===== src/rtl/reg_bank8x16.sv =====
`default_nettype none
// ============================================================================
// Module      : reg_bank8x16
// Description : Eight-word register bank feeding an 8-to-1 word mux. One
//               synchronous write port plus a sequenced bulk-clear engine
//               that zeroes one word per cycle while BUSY is high.
// Revision    : 1.0 - initial release
// ============================================================================
module reg_bank8x16 #(
    parameter int unsigned      WIDTH     = 16,
    parameter logic [WIDTH-1:0] CLR_VALUE = '0
) (
    input  logic             CLK,
    input  logic             RST_N,
    input  logic             WE,
    input  logic [2:0]       WA,
    input  logic [WIDTH-1:0] D,
    input  logic             CLR,
    output logic             BUSY,
    output logic [WIDTH-1:0] Q0,
    output logic [WIDTH-1:0] Q1,
    output logic [WIDTH-1:0] Q2,
    output logic [WIDTH-1:0] Q3,
    output logic [WIDTH-1:0] Q4,
    output logic [WIDTH-1:0] Q5,
    output logic [WIDTH-1:0] Q6,
    output logic [WIDTH-1:0] Q7
);

    localparam logic [0:0] c_S_IDLE  = 1'b0;
    localparam logic [0:0] c_S_CLEAR = 1'b1;
    localparam logic [2:0] c_CP_LAST = 3'd7;

    logic [0:0]       r_state;
    logic [0:0]       w_next_state;
    logic [2:0]       r_cp;
    logic [7:0]       w_wr_sel;
    logic [7:0]       w_clr_sel;
    logic [WIDTH-1:0] r_words [8];

    // State register: abort any clear immediately on reset.
    always_ff @(posedge CLK or negedge RST_N) begin
        if (!RST_N) begin
            r_state <= c_S_IDLE;
        end else begin
            r_state <= w_next_state;
        end
    end

    // Next-state logic: CLR only matters in IDLE; CLEAR always runs to R7.
    always_comb begin
        w_next_state = r_state;
        case (r_state)
            c_S_IDLE: begin
                if (CLR) begin
                    w_next_state = c_S_CLEAR;
                end
            end
            c_S_CLEAR: begin
                if (r_cp == c_CP_LAST) begin
                    w_next_state = c_S_IDLE;
                end
            end
            default: w_next_state = c_S_IDLE;
        endcase
    end

    // Output decode from registered state only: BUSY and one-hot word selects.
    always_comb begin
        BUSY      = 1'b0;
        w_wr_sel  = 8'h00;
        w_clr_sel = 8'h00;
        case (r_state)
            c_S_IDLE: begin
                if (WE) begin
                    w_wr_sel[WA] = 1'b1;
                end
            end
            c_S_CLEAR: begin
                BUSY            = 1'b1;
                w_clr_sel[r_cp] = 1'b1;
            end
            default: begin
                BUSY = 1'b0;
            end
        endcase
    end

    // Clear pointer: restarts at 0 on a new request, steps once per clear
    // edge and wraps back to 0 after R7 so the next sequence starts clean.
    always_ff @(posedge CLK or negedge RST_N) begin
        if (!RST_N) begin
            r_cp <= 3'd0;
        end else if (r_state == c_S_CLEAR) begin
            r_cp <= r_cp + 3'd1;
        end else if (CLR) begin
            r_cp <= 3'd0;
        end
    end

    // Word storage: reset goes to zero rather than CLR_VALUE; the clear
    // engine has priority, though writes are only selected outside CLEAR.
    generate
        for (genvar n = 0; n < 8; n++) begin : g_word
            // Per-word register with clear-over-write priority.
            always_ff @(posedge CLK or negedge RST_N) begin
                if (!RST_N) begin
                    r_words[n] <= '0;
                end else if (w_clr_sel[n]) begin
                    r_words[n] <= CLR_VALUE;
                end else if (w_wr_sel[n]) begin
                    r_words[n] <= D;
                end
            end
        end
    endgenerate

    assign Q0 = r_words[0];
    assign Q1 = r_words[1];
    assign Q2 = r_words[2];
    assign Q3 = r_words[3];
    assign Q4 = r_words[4];
    assign Q5 = r_words[5];
    assign Q6 = r_words[6];
    assign Q7 = r_words[7];

endmodule
`default_nettype wire


===== config.mk =====
export PLATFORM = sky130hd
export DESIGN_NAME = reg_bank8x16
export DESIGN_NICKNAME = d
export VERILOG_FILES = /design/src/rtl/reg_bank8x16.sv
export SDC_FILE = /design/constraint.sdc
export NUM_CORES = 1
export LEC_CHECK = 0
export BUFFER_PORTS_ARGS = -buffer_cell sky130_fd_sc_hd__buf_2
export CAP_MARGIN = 30
export CORE_MARGIN = 5
export CORE_UTILIZATION = 45
export DETAILED_ROUTE_END_ITERATION = 12
export PLACE_DENSITY = 0.73
export SLEW_MARGIN = 10
export SYNTH_ARGS = -nofsm -noshare
export SYNTH_HDL_FRONTEND = slang
export SYNTH_SLANG_ARGS = --single-unit

===== constraint.sdc =====
create_clock -name CLK -period 1.7 [get_ports CLK]
set_clock_uncertainty 0.2 [all_clocks]
set_input_delay 0.34 -clock CLK [delete_from_list [all_inputs] [get_ports CLK]]
set_output_delay 0.34 -clock CLK [all_outputs]
set_load 0.01 [all_outputs]

[Word level (Yosys, flattened, before mapping)]
Index checks and enable logic that the tools add are counted.
Widths: inputs -> output; s select.
Operators by class
  bitwise gates (word level): 1
  $add $sub $neg: 1
  muxes and demuxes: 29
  reduce and logical (&&, ||, !) cells: 11
  eq/ne operators: 1
  magnitude comparators: 4
Operators by type and width (number)
  $mux 16: 16
  $mux 8: 3
  $reduce_bool 2->1: 9
  $lt 3x4->1 const B: 2
  $demux 1 s3: 2
  $ge 3x1->1 const B: 2
  $mux 3: 2
  $mux 1: 5
  $add 3x1->3 const B: 1
  $eq 3x3->1 const B: 1
  $logic_and 1x1->1: 2
  $pmux 1 s2: 1
  $not 1->1: 1
Storage, ports and cells
  logic and storage cells: 57
  output and inout port bits: 129
  bits of input ports: 23
  flip-flop bits (word level): 132

[Logic depth before layout (Yosys ltp)]
  word-level depth: 8
  mapped depth: 6
  gate-level depth less buffers: 4

[Worst setup path after synthesis]
Ideal clock, no wire load.
  path kind: register -> register
  start: reg r_cp[0]
  end: reg r_words (netlist bit Q0[10])
  slack: -0.092 ns
  path buffers: 3
  required time: 1.369 ns
  cell stages (with the launch flop): 7
  clock period less this slack: 1.792 ns
  library setup time: 0.131 ns
  arrival: 1.461 ns
  cells stage by stage: dfrtp_1 > buf_2 > or4b_1 > clkbuf_1 > buf_2 > nand2_1 > mux2i_1
On the way
  word-level cells in the longest chain between the ends: 6
  elaborated cells on any way between the ends: 8
  those cells by class: order compare: 2; mux: 4; reduce/logical: 2
Ends and longest elaborated chain
  start: declaration: RTL line 36  | logic [2:0] r_cp;
  start signal: assignment: RTL line 95  | r_cp <= r_cp + 3'd1;
  $lt 3x4->1 (implied by the code) / $ge 3x1->1 (equally long branches): RTL line 81  | w_clr_sel[r_cp] = 1'b1;
  $logic_and 1x1->1 (implied by the code): RTL line 81
  $mux 1 (implied by the code): RTL line 81
  $demux 1 s3 (*): RTL line 81
  $mux 8 (*): RTL line 73  | case (r_state)
  $mux 16 / $reduce_bool 2->1 (equally long branches)
  end signal: indexed assignment: RTL line 108  | r_words[n] <= '0;
  end signal: indexed assignment: RTL line 110  | r_words[n] <= CLR_VALUE;
  end signal: indexed assignment: RTL line 112  | r_words[n] <= D;
  end: declaration: RTL line 39  | logic [WIDTH-1:0] r_words [8];
Every way passes the cells marked *; elsewhere a longest branch is shown, timed or not.
A chain may end at the register's enable or synchronous reset.

[Worst setup path in the final report]
  start: reg r_state
  end: reg r_words (netlist bit Q2[10])
On the way
  word-level cells in the longest chain between the ends: 2
  elaborated cells on any way between the ends: 4
  those cells by class: mux: 3; reduce/logical: 1
Ends and longest elaborated chain
  start: declaration: RTL line 34  | logic [0:0] r_state;
  start signal: assignment: RTL line 44  | r_state <= c_S_IDLE;
  start signal: assignment: RTL line 46  | r_state <= w_next_state;
  $mux 8: RTL line 73
  $mux 16 / $reduce_bool 2->1 (equally long branches)
Several ways; a longest one is shown, not always the timed one.

==> results.cfg <==
[outcome]
status = complete, no violations

[sta]
drv_slew = 0
rsz0062_at_grt = true
worst_pin_slew_ps = 417.7
hold_viol_final = 0
finalSetupViolations = 0
fmax_ghz = 0.6006
fin_hold_ws_ps = 161.2
slew_headroom_pct = 72.12
fin_crit_sh_pct = 97.94
tns_ps = 0
finalCriticalPeriod_ps = 1665

[setup_path]
crit_family = simple AND/OR/NAND/NOR gates
slowest_delay_ps = 670
arrival_ps = 1740
critPathLaunchType = flop
path_cells = or4_4 > mux2i_1
crit_type = reg -> reg
crit_slowest_cell = or4_4
crit_path_end_kind = flop
critPathRequiredTime_ps = 1770
critPathMaxFanout = 16
cp_num_buf_inv = 0

[global_route]
overflow = 0
grtUsageMet2_pct = 33.78
antenna_found_initial = 0
grt_first_pass_wirelength_um = 23220
grt_max_degree = 79
grt-busiest-layer = met2
use_met3_pct = 6.107
grt_pass1_vias = 4330
track_usage_pct = 20.82
grt_use_met1_pct = 26.03

[routing]
routed_via_density = 5.043
first_pass_iters = 4
drt-total-wl_um = 14820
drtIter0Drc = 274
routedWlPerCell_um = 18.21
vias = 4105
drtAntennaViolNets = 0
remaining_drc_errors = 0

[clock_network]
cts.clk_slew.worst_paths_ps = 50
clkSinkCount = 132
htree_levels = 4
clkLatencyLatePin_ps = 410
cts_tree = yes
numCtsBuffers = 17
cts_buffer_depth = 2
cts_setup_buffers = 0
cts_root_buffer = clkbuf_16

[logic_synthesis]
synth_fp_nets = 492
syn_area_um2 = 5578
yosysSeqAreaShare_pct = 59.22
ys_warn_count = 0
netlist-cell-type-count = 24
syn_area_per_cell_um2 = 11.94
synth_seq_cells = 132
synth_cells = 467

[power]
seqPwrFrac_pct = 39.7
switching_share_pct = 34.33
power_density_nw_per_um2 = 1754
internal_power_uw = 8357
p_switching_uw = 4368
p_clk_share_pct = 27.7
irDropWorstVdd_uv = 1033
leakage_uw = 0.004275
pwr-share-comb_pct = 32.6
p_total_uw = 12730

[placed_design]
hpwl_um = 10500
io_buffers = 151
place_area_um2 = 6664
gp_congestion = 0.7749

[worst_hold_path]
hold_class = in -> reg

[cells_and_area]
stdcell_area_um2 = 7253
drive_above_1_share_pct = 32.20
syn_to_final_growth_pct = 30.04
diodes = 0
fillers = 1022
multiInputGateArea_um2 = 2021
final_nets = 661
utilization_pct = 60.13
register_area_um2 = 3304

[floorplan]
coreArea_um2 = 12060
dieHeight_um = 121.3
rows = 40
die_area_um2 = 14720
die_x_um = 121.3
initial_core_util_pct = 46.24
pin_count = 152

[flow_run]
drv_cap = 0
[sequential cells by signal, summed over array words and instances, names as in the netlist]
name     cells
Q7          16
Q6          16
Q0          16
r_cp         3
Q5          16
Q2          16
r_state      1
Q4          16
Q1          16
Q3          16
[metal layers]
| layer | wire length [um] | vias up | part of all wire, % |
|---|---|---|---|
| li1 | - | 1883 | - |
| met1 | 6146 | 2068 | 41 |
| met2 | 7483 | 131 | 50 |
| met3 | 889 | 23 | 6.0 |
| met4 | 301 | 0 | 2.0 |
| met5 | 0 | - | 0 |
[layout by cell type, fill, tap and decap left out, types with 2 or more instances in the layout]
master,n
ha_1,2
nand2b_1,3
nor2_2,2
bufinv_16,2
mux2i_1,130
o21ai_0,2
dfrtp_1,131
or3_1,2
buf_2,150
clkbuf_1,4
nand4bb_1,3
inv_1,17
buf_12,9
nand4b_1,3
nand2_1,133
dlygate4sd3_1,2
clkbuf_16,17
clkbuf_8,4
buf_4,18
[layout make-up]
| cell class | count | share of cell area (%) |
|---|---|---|
| Timing Repair Buffer | 179 | 14.97 |
| Clock buffer | 25 | 6.831 |
| Clock inverter | 4 | 1.001 |
| Multi-Input combinational cell | 289 | 27.86 |
| Inverter | 17 | 0.8798 |
| Tap cell | 168 | 2.898 |
| Sequential cell | 132 | 45.56 |
[Yosys cell counts]
cell type,instances,area share [%]
nor2_1,1,0.067
ha_1,2,0.45
nand2b_1,4,0.45
nand3b_1,1,0.13
dfrtp_1,132,59
clkbuf_1,11,0.74
inv_1,17,1.1
buf_2,7,0.63
nand4b_1,3,0.47
nand4bb_1,3,0.61
nor3_4,1,0.29
or3_1,2,0.22
o21ai_0,2,0.18
or4_4,1,0.20
or4b_1,1,0.18
nand3_1,1,0.090
nand4_1,1,0.11
nor2_2,2,0.22
nand2_1,133,9.0
mux2i_1,130,23
buf_4,3,0.40
buf_12,1,0.36
buf_6,7,1.4
nor3b_1,1,0.13
[worst register-to-register path: cells and delay by family (launching register included)]
family           cells  cell delay (ps)
AND/OR/NAND/NOR      1              670
multiplexers         1              190
flip-flops           1              460
[cell families after synthesis]
kind of cell / share of synthesized area (%)
AOI/OAI and AO/OA: 0.1795
DFF: 59.22
and+or+nand+nor: 12.14
buffers and inverters: 4.688
muxes: 23.33
adders and majority gates: 0.4486
[per-stage QoR]
step           cells  setup slack (ps)
6_report         814             35.02
5_1_grt          814            -6.234
4_1_cts          814             23.22
3_5_place_dp     783            -19.80
3_3_place_gp     783             12.01
2_1_floorplan    467            -41.14
[final timing paths]
check | from | end | slack (ps) | depth (start not counted)
worst max-delay path | r_state$_DFF_PN0_ | Q2[10]$_DFFE_PN0P_ | 40 | 2
worst min-delay path | D[3] | Q0[3]$_DFFE_PN0P_ | 160 | 3
worst max register to register | r_state$_DFF_PN0_ | Q2[10]$_DFFE_PN0P_ | 40 | 2
worst min register to register | Q4[0]$_DFFE_PN0P_ | Q4[0]$_DFFE_PN0P_ | 320 | 2
max in group asynchronous | RST_N | Q5[0]$_DFFE_PN0P_ | 660 | 3
min in group asynchronous | RST_N | Q0[5]$_DFFE_PN0P_ | 270 | 3
[power by group through the flow]
| stage | registers (uW) | logic [uW] | clock network, uW |
|---|---|---|---|
| final | 5050 | 4150 | 3520 |
| after global routing | 5200 | 4600 | 3720 |
| after CTS | 5060 | 4230 | 3580 |
| after detailed placement | 5080 | 4210 | 0 |
| after global placement | 5020 | 4060 | 0 |
| after floorplan | 5540 | 1750 | 0 |
[repair_timing]
item                       4_1_cts  5_1_grt
hold endpoints to repair       135        0
setup endpoints to repair        2        3
gates resized for setup          1        0
hold buffers                     2        0
No activity file was read; power rests on OpenSTA's default activity.
